===== config.mk =====
export PLATFORM = sky130hd
export DESIGN_NAME = sync_fifo_flat
export DESIGN_NICKNAME = d
export VERILOG_FILES = /design/src/rtl/sync_fifo_if.sv /design/src/rtl/sync_fifo.sv /design/src/flat_wrapper.sv
export SDC_FILE = /design/constraint.sdc
export NUM_CORES = 1
export LEC_CHECK = 0
export CORE_MARGIN = 2
export CORE_UTILIZATION = 45
export CTS_BUF_LIST = sky130_fd_sc_hd__clkbuf_8
export CTS_CLUSTER_DIAMETER = 200
export DETAILED_ROUTE_END_ITERATION = 12
export GPL_ROUTABILITY_DRIVEN = 0
export PLACE_DENSITY = 0.64
export RECOVER_POWER = 25
export SLEW_MARGIN = 30
export SYNTH_ARGS = -nofsm -noshare
export SYNTH_HDL_FRONTEND = slang
export SYNTH_SLANG_ARGS = --single-unit

===== constraint.sdc =====
create_clock -name i_clk -period 2.9 [get_ports i_clk]
set_input_delay 0.87 -clock i_clk [delete_from_list [all_inputs] [get_ports i_clk]]
set_output_delay 0.87 -clock i_clk [all_outputs]
set_load 0.02 [all_outputs]

===== src/rtl/sync_fifo_if.sv =====
// ---------------------------------------------------------------------------
// sync_fifo_if
//
// Purpose:
//   Bundles the producer/consumer side of the synchronous FIFO into one
//   interface. Clock and reset stay as plain ports on the FIFO itself.
//
// Signals:
//   i_wen    write request for the current cycle
//   i_ren    read request for the current cycle
//   i_wdata  write data, sampled when a write is accepted
//   o_valid  one-cycle strobe: o_rdata holds a freshly read word
//   o_full   FIFO holds DEPTH words
//   o_empty  FIFO holds no words
//   o_rdata  registered read data
//
// Modports:
//   master   the user of the FIFO (drives requests, observes status/data)
//   slave    the FIFO itself
// ---------------------------------------------------------------------------
interface sync_fifo_if #(
   parameter int DATA_WIDTH = 8
);

   logic                  i_wen;
   logic                  i_ren;
   logic [DATA_WIDTH-1:0] i_wdata;
   logic                  o_valid;
   logic                  o_full;
   logic                  o_empty;
   logic [DATA_WIDTH-1:0] o_rdata;

   // The user side drives requests and write data, and sees everything else.
   modport master (
      output i_wen,
      output i_ren,
      output i_wdata,
      input  o_valid,
      input  o_full,
      input  o_empty,
      input  o_rdata
   );

   // The FIFO side is the mirror image of the user side.
   modport slave (
      input  i_wen,
      input  i_ren,
      input  i_wdata,
      output o_valid,
      output o_full,
      output o_empty,
      output o_rdata
   );

endinterface


===== src/rtl/sync_fifo.sv =====
// ---------------------------------------------------------------------------
// sync_fifo
//
// Purpose:
//   Single-clock first-in/first-out buffer for DATA_WIDTH-bit words. It
//   decouples a producer and a consumer running in the same clock domain.
//   Status is given by full/empty flags, and the read port is registered
//   with a one-cycle data-valid strobe. Writes while full and reads while
//   empty are silently dropped.
//
// Parameters:
//   DATA_WIDTH  width of each stored word in bits
//   DEPTH       number of entries (power of two, at least 2)
//
// Ports:
//   i_clk    rising-edge clock, all state changes on this edge
//   i_reset  synchronous, active-high reset
//   bus      sync_fifo_if slave modport (requests, data, status)
// ---------------------------------------------------------------------------
module sync_fifo #(
   parameter int DATA_WIDTH = 8,
   parameter int DEPTH      = 16
) (
   input  logic        i_clk,
   input  logic        i_reset,
   sync_fifo_if.slave  bus
);

   // Address width. Pointers carry one extra bit so that "full" and
   // "empty" can be told apart when the address bits are equal.
   localparam int AW = $clog2(DEPTH);
   localparam logic [AW:0] PTR_ONE = {{AW{1'b0}}, 1'b1};

   logic [DATA_WIDTH-1:0] mem_q [DEPTH];

   logic [AW:0]           wrPtr_q;
   logic [AW:0]           wrPtr_d;
   logic [AW:0]           rdPtr_q;
   logic [AW:0]           rdPtr_d;
   logic [DATA_WIDTH-1:0] rdata_q;
   logic [DATA_WIDTH-1:0] rdata_d;
   logic                  valid_q;
   logic                  valid_d;

   logic                  empty;
   logic                  full;
   logic                  wrAcc;
   logic                  rdAcc;

   // Status flags come straight from the pointers, so they are exact at
   // every edge. Equal pointers mean empty. Equal addresses but a different
   // wrap bit mean the writer is a whole lap ahead, which is full.
   always_comb begin
      empty = (wrPtr_q == rdPtr_q);
      full  = (wrPtr_q[AW] != rdPtr_q[AW]) &&
              (wrPtr_q[AW-1:0] == rdPtr_q[AW-1:0]);
   end

   // Requests are accepted against the current flags. A write to an empty
   // FIFO is never forwarded to the read port in the same cycle, so a
   // simultaneous read while empty is simply rejected.
   always_comb begin
      wrAcc = bus.i_wen & ~full;
      rdAcc = bus.i_ren & ~empty;
   end

   // Next-state logic for the pointers and the registered read port.
   // The valid strobe drops by default, and the read data holds its last
   // value unless a read is accepted.
   always_comb begin
      wrPtr_d = wrPtr_q;
      rdPtr_d = rdPtr_q;
      rdata_d = rdata_q;
      valid_d = 1'b0;
      if (wrAcc) begin
         wrPtr_d = wrPtr_q + PTR_ONE;
      end
      if (rdAcc) begin
         rdPtr_d = rdPtr_q + PTR_ONE;
         rdata_d = mem_q[rdPtr_q[AW-1:0]];
         valid_d = 1'b1;
      end
   end

   // Control state. Reset empties the FIFO by equalising the pointers and
   // clears the read port. It overrides any request in the same cycle.
   always_ff @(posedge i_clk) begin
      if (i_reset) begin
         wrPtr_q <= '0;
         rdPtr_q <= '0;
         rdata_q <= '0;
         valid_q <= 1'b0;
      end else begin
         wrPtr_q <= wrPtr_d;
         rdPtr_q <= rdPtr_d;
         rdata_q <= rdata_d;
         valid_q <= valid_d;
      end
   end

   // Storage array. It is deliberately left out of reset so it can map onto
   // plain RAM. Writes are still blocked during reset, so a request that
   // coincides with reset leaves no trace.
   always_ff @(posedge i_clk) begin
      if (!i_reset && wrAcc) begin
         mem_q[wrPtr_q[AW-1:0]] <= bus.i_wdata;
      end
   end

   // Drive the interface outputs.
   always_comb begin
      bus.o_empty = empty;
      bus.o_full  = full;
      bus.o_valid = valid_q;
      bus.o_rdata = rdata_q;
   end

endmodule


===== src/flat_wrapper.sv =====
// flat-port wrapper written by rule: the top's interface ports become plain ports
module sync_fifo_flat 
#(
   parameter int DATA_WIDTH = 8,
   parameter int DEPTH      = 16
)
  (i_clk, i_reset, bus_i_wen, bus_i_ren, bus_i_wdata, bus_o_valid, bus_o_full, bus_o_empty, bus_o_rdata);
  sync_fifo_if #(.DATA_WIDTH(DATA_WIDTH)) bus_i ();
  input  logic i_clk;
  input  logic i_reset;
  input wire logic [$bits(bus_i.i_wen)-1:0] bus_i_wen;
  input wire logic [$bits(bus_i.i_ren)-1:0] bus_i_ren;
  input wire logic [$bits(bus_i.i_wdata)-1:0] bus_i_wdata;
  output wire logic [$bits(bus_i.o_valid)-1:0] bus_o_valid;
  output wire logic [$bits(bus_i.o_full)-1:0] bus_o_full;
  output wire logic [$bits(bus_i.o_empty)-1:0] bus_o_empty;
  output wire logic [$bits(bus_i.o_rdata)-1:0] bus_o_rdata;
  assign bus_i.i_wen = bus_i_wen;
  assign bus_i.i_ren = bus_i_ren;
  assign bus_i.i_wdata = bus_i_wdata;
  assign bus_o_valid = bus_i.o_valid;
  assign bus_o_full = bus_i.o_full;
  assign bus_o_empty = bus_i.o_empty;
  assign bus_o_rdata = bus_i.o_rdata;
  sync_fifo #(.DATA_WIDTH(DATA_WIDTH), .DEPTH(DEPTH)) u_core (.i_clk(i_clk), .i_reset(i_reset), .bus(bus_i));
endmodule

==> run_results.csv <==
group,metric,value,unit
layout,syn2layout_area_growth,16.6,%
sta,period_needed,2.47,ns
route,vias,3104,
synthesis,synth_area_leaders,"edfxtp_1, mux4_2, dfxtp_1, mux2_2, nor3_1",
cts,cts_tree,"done",
cts,htreeDepth,4,
grt,globalRouteOverflowTotal,0,
setup_path,path_class,"reg -> out",
synthesis,synth_ff_type,"edfxtp_1",
synthesis,synth-seq-cells,147,
route,post-route-drc-count,0,
sta,rsz0062_at_grt,"no",
layout,diodes,0,
layout,multi_input_area,1620,µm²
layout,regArea,4230,µm²
sta,fin_tns_setup,0,ns
sta,final_hold_viol_count,0,
synthesis,synth_edf_count,128,
run_status,outcome,"finished, final reports clean",
setup_path,cp.arrival,1.60,ns
die,dieArea,14100,µm²
route,drt-total-wl,11.6,mm
setup_path,worst_setup_path_start_kind,"flop",
sta,fin_crit_sh,85.0,%
route,vias_per_cell,5.43,
power_and_ir_drop,p_leak,2.19,nW
placement,dpl.hpwl,7.33,mm
route,wl_per_cell,20.3,µm
sta,fin_skew,0.0103,ns
layout,drive_above_1_share,27.0,%
die,dieHeight,119,µm
synthesis,yosysSeqAreaShare,71.1,%
layout,nFillCells,973,
die,die_x,119,µm
die,num_io_pins,23,
cts,path_clk_slew,0.08,ns
layout,final_util,54.2,%
power_and_ir_drop,irDropWorstVdd,0.272,mV
sta,timing.fmax,406,MHz
cts,cts_root_buf,"clkbuf_8",
sta,drv_slew,0,
hold_path,hp-class,"reg -> reg",
setup_path,endpoint_kind,"output pin",
grt,grt_max_degree,52,
placement,portBuffers,22,
grt,grt_pass1_vias,3171,
synthesis,synthCells,343,
flow_run,drv_cap,0,
die,core_area,12800,µm²
die,rows,41,
setup_path,cp.required,2.03,ns
synthesis,syn_nets,360,
cts,cts_hold_buf,0,
synthesis,synth_common_cells,"edfxtp_1, mux4_2, nor3_1",
route,drt_iter0_drc,302,
sta,fin_hold_ws,0.496,ns
route,dr.pass1.iters,4,
sta,tightest_slew,0.909,ns
synthesis,avgSynthCellArea,17.3,µm²
synthesis,async_flop_share,0,%
synthesis,synth_top_area_share,64.7,%
synthesis,synth_largest_area_cell,"edfxtp_1",
setup_path,path_max_fanout,8,
layout,nNetsFinal,404,
sta,slew_headroom,39.4,%
cts,cts.sinks,147,
cts,numCtsBuffers,17,
power_and_ir_drop,power_density,678,nW/µm²
grt,grt_usage,17.7,%
synthesis,syn_area,5940,µm²
sta,setup-violations-final,0,
route,ant_nets,0,
die,initial_utilization,46.5,%
cts,ctsLongestPathBuffers,2,
synthesis,ys_types,36,
synthesis,synth_most_common_cell,"edfxtp_1",
synthesis,synth_warnings,0,
cts,postCtsSetupRepairBufs,0,
grt,grt_pass1_wl,18.5,mm
cts,clock_latency,0.42,ns
grt,grt_antenna_before_repair,0,
-- metrics by stage --
stage               cell area, µm²  instances  power [mW]  worst slack (ns)
global placement              6490        540        3.00             0.401
detailed placement            6490        540        3.01             0.348
global route                  6930        572        4.89             0.302
CTS                           6940        572        4.76           0.00848
finish                        6930        572        4.70             0.435
floorplan                     5940        343        2.79             0.382
-- path summary, 6_finish.rpt --
check	slack [ns]	depth (start not counted)	to	startpoint
max	0.43	4	bus_o_empty	u_core.wrPtr_q[0]$_SDFFE_PP0P_
min	0.50	2	u_core.bus.o_rdata[3]$_SDFFE_PP0P_	u_core.bus.o_rdata[3]$_SDFFE_PP0P_
max reg2reg	0.64	6	u_core.bus.o_rdata[4]$_SDFFE_PP0P_	u_core.rdPtr_q[1]$_SDFFE_PP0P_
min reg2reg	0.50	2	u_core.bus.o_rdata[3]$_SDFFE_PP0P_	u_core.bus.o_rdata[3]$_SDFFE_PP0P_
-- area by class of cell --
type | instances | area share, %
multi-input combinational | 170 | 23.3
timing repair buffer | 48 | 5.90
clock inverter | 15 | 3.09
inverter | 3 | 0.163
sequential | 147 | 61.0
tap | 172 | 3.11
clock buffer | 17 | 3.38
-- placed cells by master (no fill, tap or decap), drive strengths merged, types with 2 or more instances in the layout --
cell             n
clkdlybuf4s50   13
mux4            24
mux2            16
o211ai           3
buf             23
xor2             3
xnor2            8
bufinv           5
nand2            6
nor2            17
nand3            3
ha               5
o21ai            5
clkinvlp         3
inv              7
edfxtp         128
dfxtp           19
nor4b            4
a21oi            2
dlygate4sd3      7
nor2b           10
or4              2
clkinv           3
clkbuf          20
o22ai            8
a211oi          16
nand2b           5
nor3            20
nor4             8
dlymetal6s2s     2
-- power breakdown --
part           internal (mW)  switching, mW
combinational          0.231          0.341
sequential              2.35         0.0271
clock                   1.02          0.736
total                   3.60           1.10
-- worst max-delay path: stages, from the launching register on --
cell	delay [ns]
dfxtp_1	0.43
xnor2_1	0.16
nand4_2	0.21
nor2_1	0.14
dlymetal6s2s_1	0.23
-- sequential cells by signal (all words and copies together), names as in the netlist --
register	count
u_core.bus.o_rdata	8
u_core.rdPtr_q	5
u_core.bus.o_valid	1
u_core.wrPtr_q	5
u_core.mem_q	128
-- cell families after synthesis --
| family | Yosys count | synth area share (%) |
|---|---|---|
| AOI/OAI and AO/OA | 35 | 4.44 |
| and+or+nand+nor | 78 | 7.08 |
| adders and majority gates | 5 | 1.05 |
| xor gates and xnor gates | 11 | 1.62 |
| buffers and inverters | 26 | 2.40 |
| DFF | 147 | 71.1 |
| muxes | 41 | 12.3 |
-- per-layer routing --
metal / share of wire, % / vias up / GRT usage (%)
li1: - / 1446 / -
met1: 48 / 1570 / 25.8
met2: 45 / 80 / 26.2
met3: 5.3 / 8 / 3.93
met4: 1.6 / 0 / 7.07
met5: 0 / - / 0
-- repair_timing --
action,4_1_cts,5_1_grt
pin swaps,0,1
setup endpoints to repair,2,2
gates resized for setup,1,2
(Power assumes the default switching activity.)
